File: src/rtl/led_pwm_driver_if.sv
// ----------------------------------------------------------------------------
// led_pwm_driver_if
// Duty-write and commit port of the LED PWM driver.
//
// Signals:
//   wr_valid    master->slave  duty write request
//   wr_ready    slave->master  write can be accepted (no commit pending)
//   wr_led      master->slave  target LED index
//   wr_chan     master->slave  0=blue, 1=green, 2=red, 3=all three
//   wr_duty     master->slave  duty value
//   commit_req  master->slave  single-cycle shadow->active request
//   commit_done slave->master  one-cycle pulse after the active bank loads
// ----------------------------------------------------------------------------
interface led_pwm_driver_if #(
    parameter int NUM_LEDS = 4,
    parameter int PWM_BITS = 8
);
    localparam int LED_W = (NUM_LEDS > 1) ? $clog2(NUM_LEDS) : 1;

    logic                wr_valid;
    logic                wr_ready;
    logic [LED_W-1:0]    wr_led;
    logic [1:0]          wr_chan;
    logic [PWM_BITS-1:0] wr_duty;
    logic                commit_req;
    logic                commit_done;

    modport master (
        output wr_valid, wr_led, wr_chan, wr_duty, commit_req,
        input  wr_ready, commit_done
    );

    modport slave (
        input  wr_valid, wr_led, wr_chan, wr_duty, commit_req,
        output wr_ready, commit_done
    );
endinterface

File: src/rtl/led_pwm_driver.sv
// ----------------------------------------------------------------------------
// led_pwm_driver
// Per-channel PWM driver for NUM_LEDS RGB LEDs. Duties are written into a
// shadow bank and copied to the active bank on a frame boundary after a
// commit request, so a colour change never tears mid-frame.
//
// Ports:
//   mainclk      system clock, all logic on posedge
//   rst_n        synchronous active-low reset
//   wr_bus       led_pwm_driver_if.slave: duty writes and commit handshake
//   frame_start  one-cycle pulse in the cycle after a frame boundary
//   led_b/g/r    registered PWM drive, bit i = LED i
// ----------------------------------------------------------------------------
module led_pwm_driver #(
    parameter int NUM_LEDS = 4,
    parameter int PWM_BITS = 8,
    parameter int PRESCALE = 1
) (
    input  logic                mainclk,
    input  logic                rst_n,
    led_pwm_driver_if.slave     wr_bus,
    output logic                frame_start,
    output logic [NUM_LEDS-1:0] led_b,
    output logic [NUM_LEDS-1:0] led_g,
    output logic [NUM_LEDS-1:0] led_r
);
    localparam int LED_W = (NUM_LEDS > 1) ? $clog2(NUM_LEDS) : 1;
    localparam int PS_W  = (PRESCALE > 1) ? $clog2(PRESCALE) : 1;
    localparam logic [PS_W-1:0] PS_MAX = PS_W'(PRESCALE - 1);

    typedef enum logic {IDLE, PENDING} commit_state_t;

    commit_state_t state, state_nxt;

    logic [PS_W-1:0]     prescaler;
    logic [PWM_BITS-1:0] pwm_cnt;
    logic                tick;
    logic                boundary;
    logic                load_active;
    logic                wr_accept;

    logic [NUM_LEDS-1:0][PWM_BITS-1:0] shadow_b, shadow_g, shadow_r;
    logic [NUM_LEDS-1:0][PWM_BITS-1:0] active_b, active_g, active_r;

    assign tick             = (prescaler == PS_MAX);
    assign boundary         = tick && (pwm_cnt == {PWM_BITS{1'b1}});
    assign wr_bus.wr_ready  = (state != PENDING);
    assign wr_accept        = wr_bus.wr_valid && wr_bus.wr_ready;

    // Prescaler and PWM counter; the counter wraps naturally at 2**PWM_BITS
    always_ff @(posedge mainclk) begin
        if (!rst_n) begin
            prescaler <= '0;
            pwm_cnt   <= '0;
        end else if (tick) begin
            prescaler <= '0;
            pwm_cnt   <= pwm_cnt + PWM_BITS'(1);
        end else begin
            prescaler <= prescaler + PS_W'(1);
        end
    end

    always_ff @(posedge mainclk) begin
        if (!rst_n) begin
            state <= IDLE;
        end else begin
            state <= state_nxt;
        end
    end

    // A commit request arriving while already pending is dropped, not queued
    always_comb begin
        state_nxt   = state;
        load_active = 1'b0;
        case (state)
            IDLE: begin
                if (wr_bus.commit_req) begin
                    state_nxt = PENDING;
                end
            end
            PENDING: begin
                if (boundary) begin
                    load_active = 1'b1;
                    state_nxt   = IDLE;
                end
            end
            default: state_nxt = IDLE;
        endcase
    end

    // Out-of-range LED indices match no entry, so such writes are discarded
    always_ff @(posedge mainclk) begin
        if (!rst_n) begin
            shadow_b <= '0;
            shadow_g <= '0;
            shadow_r <= '0;
        end else if (wr_accept) begin
            for (int i = 0; i < NUM_LEDS; i++) begin
                if (wr_bus.wr_led == LED_W'(i)) begin
                    if (wr_bus.wr_chan == 2'd0 || wr_bus.wr_chan == 2'd3) begin
                        shadow_b[i] <= wr_bus.wr_duty;
                    end
                    if (wr_bus.wr_chan == 2'd1 || wr_bus.wr_chan == 2'd3) begin
                        shadow_g[i] <= wr_bus.wr_duty;
                    end
                    if (wr_bus.wr_chan == 2'd2 || wr_bus.wr_chan == 2'd3) begin
                        shadow_r[i] <= wr_bus.wr_duty;
                    end
                end
            end
        end
    end

    // Active bank load, PWM compare and status pulses. The compare uses the
    // pre-load active values, so a new duty shows up one cycle after the
    // counter has wrapped to 0.
    always_ff @(posedge mainclk) begin
        if (!rst_n) begin
            active_b           <= '0;
            active_g           <= '0;
            active_r           <= '0;
            led_b              <= '0;
            led_g              <= '0;
            led_r              <= '0;
            frame_start        <= 1'b0;
            wr_bus.commit_done <= 1'b0;
        end else begin
            frame_start        <= boundary;
            wr_bus.commit_done <= load_active;
            if (load_active) begin
                active_b <= shadow_b;
                active_g <= shadow_g;
                active_r <= shadow_r;
            end
            for (int i = 0; i < NUM_LEDS; i++) begin
                led_b[i] <= (pwm_cnt < active_b[i]);
                led_g[i] <= (pwm_cnt < active_g[i]);
                led_r[i] <= (pwm_cnt < active_r[i]);
            end
        end
    end
endmodule

File: src/flat_wrapper.sv
// flat-port wrapper written by rule: the top's interface ports become plain ports
module led_pwm_driver_flat 
#(
    parameter int NUM_LEDS = 4,
    parameter int PWM_BITS = 8,
    parameter int PRESCALE = 1
)
  (mainclk, rst_n, frame_start, led_b, led_g, led_r, wr_bus_wr_valid, wr_bus_wr_led, wr_bus_wr_chan, wr_bus_wr_duty, wr_bus_commit_req, wr_bus_wr_ready, wr_bus_commit_done);
  led_pwm_driver_if #(.NUM_LEDS(NUM_LEDS), .PWM_BITS(PWM_BITS)) wr_bus_i ();
  input  logic mainclk;
  input  logic rst_n;
  output logic frame_start;
  output logic [NUM_LEDS-1:0] led_b;
  output logic [NUM_LEDS-1:0] led_g;
  output logic [NUM_LEDS-1:0] led_r;
  input wire logic [$bits(wr_bus_i.wr_valid)-1:0] wr_bus_wr_valid;
  input wire logic [$bits(wr_bus_i.wr_led)-1:0] wr_bus_wr_led;
  input wire logic [$bits(wr_bus_i.wr_chan)-1:0] wr_bus_wr_chan;
  input wire logic [$bits(wr_bus_i.wr_duty)-1:0] wr_bus_wr_duty;
  input wire logic [$bits(wr_bus_i.commit_req)-1:0] wr_bus_commit_req;
  output wire logic [$bits(wr_bus_i.wr_ready)-1:0] wr_bus_wr_ready;
  output wire logic [$bits(wr_bus_i.commit_done)-1:0] wr_bus_commit_done;
  assign wr_bus_i.wr_valid = wr_bus_wr_valid;
  assign wr_bus_i.wr_led = wr_bus_wr_led;
  assign wr_bus_i.wr_chan = wr_bus_wr_chan;
  assign wr_bus_i.wr_duty = wr_bus_wr_duty;
  assign wr_bus_i.commit_req = wr_bus_commit_req;
  assign wr_bus_wr_ready = wr_bus_i.wr_ready;
  assign wr_bus_commit_done = wr_bus_i.commit_done;
  led_pwm_driver #(.NUM_LEDS(NUM_LEDS), .PWM_BITS(PWM_BITS), .PRESCALE(PRESCALE)) u_core (.mainclk(mainclk), .rst_n(rst_n), .wr_bus(wr_bus_i), .frame_start(frame_start), .led_b(led_b), .led_g(led_g), .led_r(led_r));
endmodule
File: config.mk
export PLATFORM = sky130hd
export DESIGN_NAME = led_pwm_driver_flat
export DESIGN_NICKNAME = d
export VERILOG_FILES = /design/src/rtl/led_pwm_driver_if.sv /design/src/rtl/led_pwm_driver.sv /design/src/flat_wrapper.sv
export SDC_FILE = /design/constraint.sdc
export NUM_CORES = 1
export LEC_CHECK = 0
export ABC_AREA = 1
export CORE_MARGIN = 1.5
export CORE_UTILIZATION = 48
export DETAILED_ROUTE_END_ITERATION = 6
export GPL_ROUTABILITY_DRIVEN = 0
export PLACE_DENSITY = 0.75
export SLEW_MARGIN = 40
export SYNTH_ARGS = -nofsm -noshare
export SYNTH_HDL_FRONTEND = slang
export SYNTH_SLANG_ARGS = --single-unit
export TNS_END_PERCENT = 1
File: constraint.sdc
create_clock -name mainclk -period 2.6 [get_ports mainclk]
set_input_delay 0.52 -clock mainclk [delete_from_list [all_inputs] [get_ports mainclk]]
set_output_delay 0.52 -clock mainclk [all_outputs]
set_load 0.02 [all_outputs]
* Yosys cells after proc, flatten, opt, wreduce, memory -nomap -nowiden *
Index checks and enable logic that the tools add are counted.

word-level totals
  output and inout port bits = 15
  bits in registers = 216
  input bits = 16
  logic and storage cells = 80

cells by class
  eq/ne operators = 7
  add/sub/neg operators = 2
  bitwise logic cells = 2
  reductions and logical operators = 20
  muxes and demuxes = 5
  magnitude comparators = 12

operator list
  kind                                           number
  < comparator 8 bit                             12
  AND reduction 3 bit                            12
  adder 8 x 1 -> 8 bit, second input constant    1
  == test 2 bit, second input constant           4
  == test 8 bit, second input constant           1
  == test 2 x 1 -> 1 bit, second input constant  2
  zero test 2 bit                                2
  2-to-1 mux 1 bit                               4
  logical OR 1 bit                               3
  logical AND 1 bit                              2
  NOT 1 bit                                      2
  case mux 1 bit (2 select lines)                1
  AND reduction 2 bit                            1
  adder 1 bit, second input constant             1

* Longest topological paths before layout *
  word-level depth = 4
  depth in mapped cells = 8
  mapped depth without buffers = 8

* Worst setup path before layout *
OpenSTA, ideal clock, no wires.

  kind = reg2reg
  start point = register u_core.pwm_cnt[1]
  end point = register u_core.active_b[0] in the netlist's numbering
  stages on the path, launching flop included = 9
  slack = 0.900 ns
  buffers on the path = 2
  data required time = 2.485 ns
  setup time = 0.115 ns
  period minus slack after synthesis = 1.700 ns
  arrival time = 1.585 ns
  path through = dfxtp_1 -> ha_1 -> nand3_1 -> nor2_1 -> buf_2 -> buf_4 -> nand4_1 -> nand2_1 -> nor2_1

on the way
  word-level cells in the longest chain between the ends = 4

RTL lines
  item                      line                   text
  start: declaration        led_pwm_driver.sv:36   logic [PWM_BITS-1:0] pwm_cnt;
  start signal: assignment  led_pwm_driver.sv:57   pwm_cnt <= pwm_cnt + PWM_BITS'(1);
  == test 8 bit             led_pwm_driver.sv:46   assign boundary = tick && (pwm_cnt == {PWM_BITS{1'b1}});
  logical AND 1 bit         led_pwm_driver.sv:46
  2-to-1 mux 1 bit          led_pwm_driver.sv:82   if (boundary) begin
  2-to-1 mux 1 bit          led_pwm_driver.sv:75   case (state)
  end signal: assignment    led_pwm_driver.sv:131  active_b <= shadow_b;
  end: declaration          led_pwm_driver.sv:43   logic [NUM_LEDS-1:0][PWM_BITS-1:0] active_b, active_g, active_r;

No other way between the ends.
A chain may end at the register's enable or synchronous reset.

* Worst setup path in the final report *
  start point = register u_core.state
  end point = output port wr_bus_wr_ready

on the way
  word-level cells in the longest chain between the ends = 1

RTL lines
  item                      line                  text
  start: declaration        led_pwm_driver.sv:33  commit_state_t state, state_nxt;
  start signal: assignment  led_pwm_driver.sv:67  state <= state_nxt;
  NOT 1 bit                 led_pwm_driver.sv:47  assign wr_bus.wr_ready = (state != PENDING);
  end: declaration          flat_wrapper.sv:21    output wire logic [$bits(wr_bus_i.wr_ready)-1:0] wr_bus_wr_ready;

No other way between the ends.

==> run metrics <==
#FFs+latches synth 216; ys async rst share 0; RSZ-0062 raised after global routing false; r2r endpoint u_core.active_g[6]$_SDFFE_PN0P_; hold path start rst_n; Final min period 2.06 ns; leakage power 4.80 nW; Multi-input gate area 4990 um2; total of warnings raised by yosys 0; Worst EP required 2.08 ns; Finished Core Util 0.544; Antenna Violating Nets Remaining 0; routed vias/inst 5.25; Final Hold Fails 0; Die ar. 23100 um2; core area 21800 um2; fin. max-slew vios 0; CP arrival 1.54 ns; Mapped Area 10600 um2; IO Port Bufs 30; CTS Hold Bufs 0; Peak supply drop 388 uV; final net count 1535; cell taking the most area after synthesis dfxtp_1; Vias 9061; Sink Count 216; drt total wl 25.3 mm; Fillers 2044; Hold Path End u_core.active_r[22]$_SDFFE_PN0P_; clock slew seen by the registers of the worst setup and hold paths 0.06 ns; Mapped Nets 1555; worst-path cell chain inv_1, clkdlybuf4s50_1; first-pass GRT wire length 42.1 mm; Root Buffer clkbuf_16; Total GRT Usage 0.219; Inserted Clock Buffers 23; initial core utilization 0.489; worst reg-to-reg setup slack 0.62 ns; worst hold stages 3; latest clock arrival within the worst-skew pair 0.50 ns; number of global-route vias before repair 8820; num rows 54; PwrDens 611 nW/um2; H-tree Lvls 1; Die Wd 152 um; Setup crit start kind flip-flop; Primary FF master, synth dfxtp_1; count leader, synth inv_1; Yosys top cell area share 0.407; MaxCap Viol Count 0; Hold/Removal Path Class in2reg; CTS max path bufs 3; distinct cell type count after synthesis 23; CTS resizes 0; critical path peak fanout 4; first-pass iteration count of the detailed router 5; area grow syn2layout 11.3%; Placed Cells 1686; ant diodes 0; initial DRC count 609; proportion of layout cells with a drive suffix above 1 0.0546; final period utilization 0.791; Die Y-Extent 152 um; Avg WL per Cell 14.7 um; CTS tree yes; Critical-path top delay cell clkdlybuf4s50_1; Mean Syn Cell Area 7.33 um2; endpoints failing setup 0; gr ovfl total 0; Synth area leaders dfxtp_1 41%, a21oi_1 11%, ha_1 10%; status finished clean; Post-synth EDFFs 0; Finished Layout Cells 1726; worst slew pin tran 0.873 ns; antenna violations before repair 1; Post-Syn Instances 1451; sequential standard cell area 4330 um2; Fin Setup TNS 0 ns; hpwl dp 14.9 mm; CP max stage delay 0.60 ns; kind of end point of the critical path output port; fmax 487 MHz; reg2reg start u_core.pwm_cnt[7]$_SDFFE_PN0N_; DR DRC count 0; R2R depth 7; sequential area share after synthesis 0.407; setup bufs post-CTS 0; Worst Setup Path Type reg2out; Max-slew headroom 0.418; largest net degree at the start of global routing 190; I/O Pins 31; clock skew 0.00632 ns; top cells by count, synth 229 x inv_1, 225 x a21oi_1, 219 x nand2_1
## layer usage
layer,global-route usage,share of wire
met1,0.261,0.44
met2,0.404,0.49
met3,0.0285,0.043
met4,0.0744,0.028
met5,0,0.00043
## cells by family after synthesis
kind of cell | after synthesis | share of synthesized area
AOI/OAI and AO/OA | 339 | 0.163
adders and majority gates | 88 | 0.104
buffers and inverters | 329 | 0.126
DFF | 216 | 0.407
other | 1 | 0.000353
and+or+nand+nor | 478 | 0.201
## flip-flops by register name, indices dropped and copies added, names as in the netlist, 4 cells and up
name             cells
u_core.pwm_cnt       8
u_core.active_b     32
u_core.led_r         4
u_core.shadow_r     32
u_core.shadow_b     32
u_core.active_g     32
u_core.active_r     32
u_core.led_g         4
u_core.led_b         4
u_core.shadow_g     32
## critical path: cells and delay by family, from the launching register on
family / cells / cell delay, ns
buf+inv: 2 / 0.66
flops: 1 / 0.38
## cells in the final DEF, fill, tap and decap left out, drive strengths merged, types with 7 or more instances in the layout
cell type and instances:
nand3 30, o21bai 13, clkbuf 30, ha 88, clkinv 7, dfxtp 216
nand2 220, o21ai 101, inv 232, a21oi 225, buf 23, nor2 129
nand4 97, clkdlybuf4s50 29
## per-stage QoR
step	hold slack [ns]	setup WS [ns]	total power, mW	cell area [um2]
2_1_floorplan	0.430	0.900	3.80	10600
3_3_place_gp	0.437	0.318	3.95	11100
3_5_place_dp	0.442	0.274	3.97	11100
4_1_cts	0.388	0.509	7.29	11800
5_1_grt	0.413	0.482	7.46	11800
6_report	0.404	0.545	7.23	11800
## how the worst max path moves through the flow
stage	startpoint	endpoint	slack, ns	depth (start not counted)
after floorplan	u_core.pwm_cnt[1]$_SDFFE_PN0N_	u_core.active_b[0]$_SDFFE_PN0P_	0.90	8
after global placement	wr_bus_wr_chan[1]	u_core.shadow_g[14]$_SDFFE_PN0P_	0.32	7
after detailed placement	wr_bus_wr_chan[1]	u_core.shadow_g[11]$_SDFFE_PN0P_	0.27	7
after CTS	u_core.state$_SDFF_PN0_	wr_bus_wr_ready	0.51	2
after global routing	u_core.pwm_cnt[7]$_SDFFE_PN0N_	u_core.active_b[22]$_SDFFE_PN0P_	0.48	7
final	u_core.state$_SDFF_PN0_	wr_bus_wr_ready	0.54	2
## cell type report
type                            count  area share
Multi-Input combinational cell    906       0.422
Sequential cell                   216       0.366
Inverter                          232      0.0736
Clock buffer                       30      0.0542
Timing Repair Buffer               52      0.0447
Tap cell                          280      0.0296
Clock inverter                     10      0.0106
## power breakdown
part,total (mW),switching [mW],internal (mW)
Sequential,3.39,0.0202,3.37
Combinational,0.508,0.349,0.159
Clock,3.33,1.30,2.03
Note: power is estimated with default switching activity, not from simulation.
==> RTL edit: new RTL, same flow settings <==
`PWM_BITS` is set to 8 in 3 places; all go to 10.
--- a/src/rtl/led_pwm_driver_if.sv
+++ b/src/rtl/led_pwm_driver_if.sv
@@ -13,7 +13,7 @@
 // ----------------------------------------------------------------------------
 interface led_pwm_driver_if #(
     parameter int NUM_LEDS = 4,
-    parameter int PWM_BITS = 8
+    parameter int PWM_BITS = 10
 );
     localparam int LED_W = (NUM_LEDS > 1) ? $clog2(NUM_LEDS) : 1;
 
--- a/src/rtl/led_pwm_driver.sv
+++ b/src/rtl/led_pwm_driver.sv
@@ -13,7 +13,7 @@
 // ----------------------------------------------------------------------------
 module led_pwm_driver #(
     parameter int NUM_LEDS = 4,
-    parameter int PWM_BITS = 8,
+    parameter int PWM_BITS = 10,
     parameter int PRESCALE = 1
 ) (
     input  logic                mainclk,
--- a/src/flat_wrapper.sv
+++ b/src/flat_wrapper.sv
@@ -2,7 +2,7 @@
 module led_pwm_driver_flat 
 #(
     parameter int NUM_LEDS = 4,
-    parameter int PWM_BITS = 8,
+    parameter int PWM_BITS = 10,
     parameter int PRESCALE = 1
 )
   (mainclk, rst_n, frame_start, led_b, led_g, led_r, wr_bus_wr_valid, wr_bus_wr_led, wr_bus_wr_chan, wr_bus_wr_duty, wr_bus_commit_req, wr_bus_wr_ready, wr_bus_commit_done);
Interface: changed (resized wr_bus_wr_duty); port bits go from 31 to 33. No check against the original RTL was run, so the function may have changed too.
==> RTL edit against the unedited design <==
Sequential cell count increased by 50. Setup slack got worse by 0.19 ns. Total power increased by 20%. Design area increased by 19%. Die area increased by 16%. Wire length increased by 23%. Combinational power decreased by 4.7%. Synthesized area increased by 17%. Largest power group unchanged.
==> RTL edit: results (changes against the unedited design) <==
Outcome
  – Status: complete, no violations

Power and ir drop
  – Peak supply drop: 0.0004577 V (+18%)
  – Leakage: 7.208 nW (+50%)
  – Sequential Power Share: 0.481 (+0.012)
  – Switching share of power: 0.2259 (-0.005271)
  – P_seq: 0.00418 W (+23%)

Global routing
  – Largest net degree at the start of global routing: 235 (+24%)
  – Vias in the first global route: 10,030 (+14%)
  – GRT met2 Usage: 0.4008 (-0.003164)
  – GRT Total Usage: 0.2343 (+0.01509)
  – Global-route wire length before repair: 49,570 µm (+18%)
  – Routing usage on met1: 0.2915 (+0.03075)
  – Met3 usage: 0.03131 (+0.002791)
  – Initial antenna violation count: 0 (-1)

Drt
  – WL met1: 13,710 µm (+23%)
  – DR vias/cell: 5.019 (-4.4%)
  – WL met3: 1543 µm (+43%)
  – DR iter-0 viols: 841 (+38%)
  – Met2 WL: 14,420 µm (+16%)
  – Post-Route WL: 31,080 µm (+23%)

Logic synthesis
  – Post-synthesis average cell area: 7.043 µm² (-3.9%)
  – Seq/Total Area, Yosys: 0.4286 (+0.02206)
  – Post-synth top cells: nor2_1, nand2_1, dfxtp_1
  – Count of different cell masters after synthesis: 25 (+8.7%)
  – Area contributors post-synth: dfxtp_1, nor2_1, nand2_1

Place
  – PortBufs: 32 (+6.7%)
  – DPL Wire Length: 19,040 µm (+28%)
  – Area of placed instances: 13,160 µm² (+19%)

Layout
  – CLK BUF: 40 (+33%)
  – Seq/total area: 0.3773 (+0.01159)
  – Area growth, synth to finish: 13.61%
  – Final cell count without fillers: 2,140 (+24%)
  – Fill count: 2,334 (+14%)
  – Share of layout cells above drive strength 1: 0.05359 (-0.001042)
  – Inverters: 154 (-34%)
  – NonClk Buf Share: 0.05257 (+0.007847)
  – Area of the multi-input gates: 6125 µm² (+23%)
  – Comb_multi_in: 1,264 (+40%)

Critical path
  – CP delay by family, top: buffers and inverters
  – Worst EP arrival: 1.73 ns (+0.19 ns)
  – Crit Path Max Fanout: 6 (+2)
  – Max incr delay on CP: 0.57 ns (-0.03 ns)

Min path
  – Hold crit path type: flop to flop

STA
  – Layout Skew: 0.01054 ns (+0.004219 ns)
  – Final Critical Period: 2.248 ns (+0.1923 ns)

CTS
  – Number of buffers created by CTS: 28 (+22%)
  – Worst-Skew Late Latency: 0.54 ns (+0.04 ns)
[RTL edit: worst paths after layout]
path                                                       start                          endpoint  slack (ns)  depth (start not counted)
worst max-delay path                     u_core.state$_SDFF_PN0_                   wr_bus_wr_ready        0.35                          2
worst min-delay path            u_core.shadow_r[36]$_SDFFE_PN0P_  u_core.active_r[36]$_SDFFE_PN0P_        0.46                          2
worst max register to register    u_core.pwm_cnt[4]$_SDFFE_PN0N_  u_core.active_b[19]$_SDFFE_PN0P_        0.49                          6
worst min register to register  u_core.shadow_r[36]$_SDFFE_PN0P_  u_core.active_r[36]$_SDFFE_PN0P_        0.46                          2
[RTL edit: logic make-up (layout without fill, tap and decap cells)]
group	Yosys count	count (layout)	synth area share
buffers and inverters	234	280	0.07916
other	1	1	0.0003018
adders and majority gates	112	112	0.1128
AOI/OAI and AO/OA	194	194	0.07905
DFF	266	266	0.4286
xor gates and xnor gates	1	1	0.0007051
and+or+nand+nor	956	956	0.2994
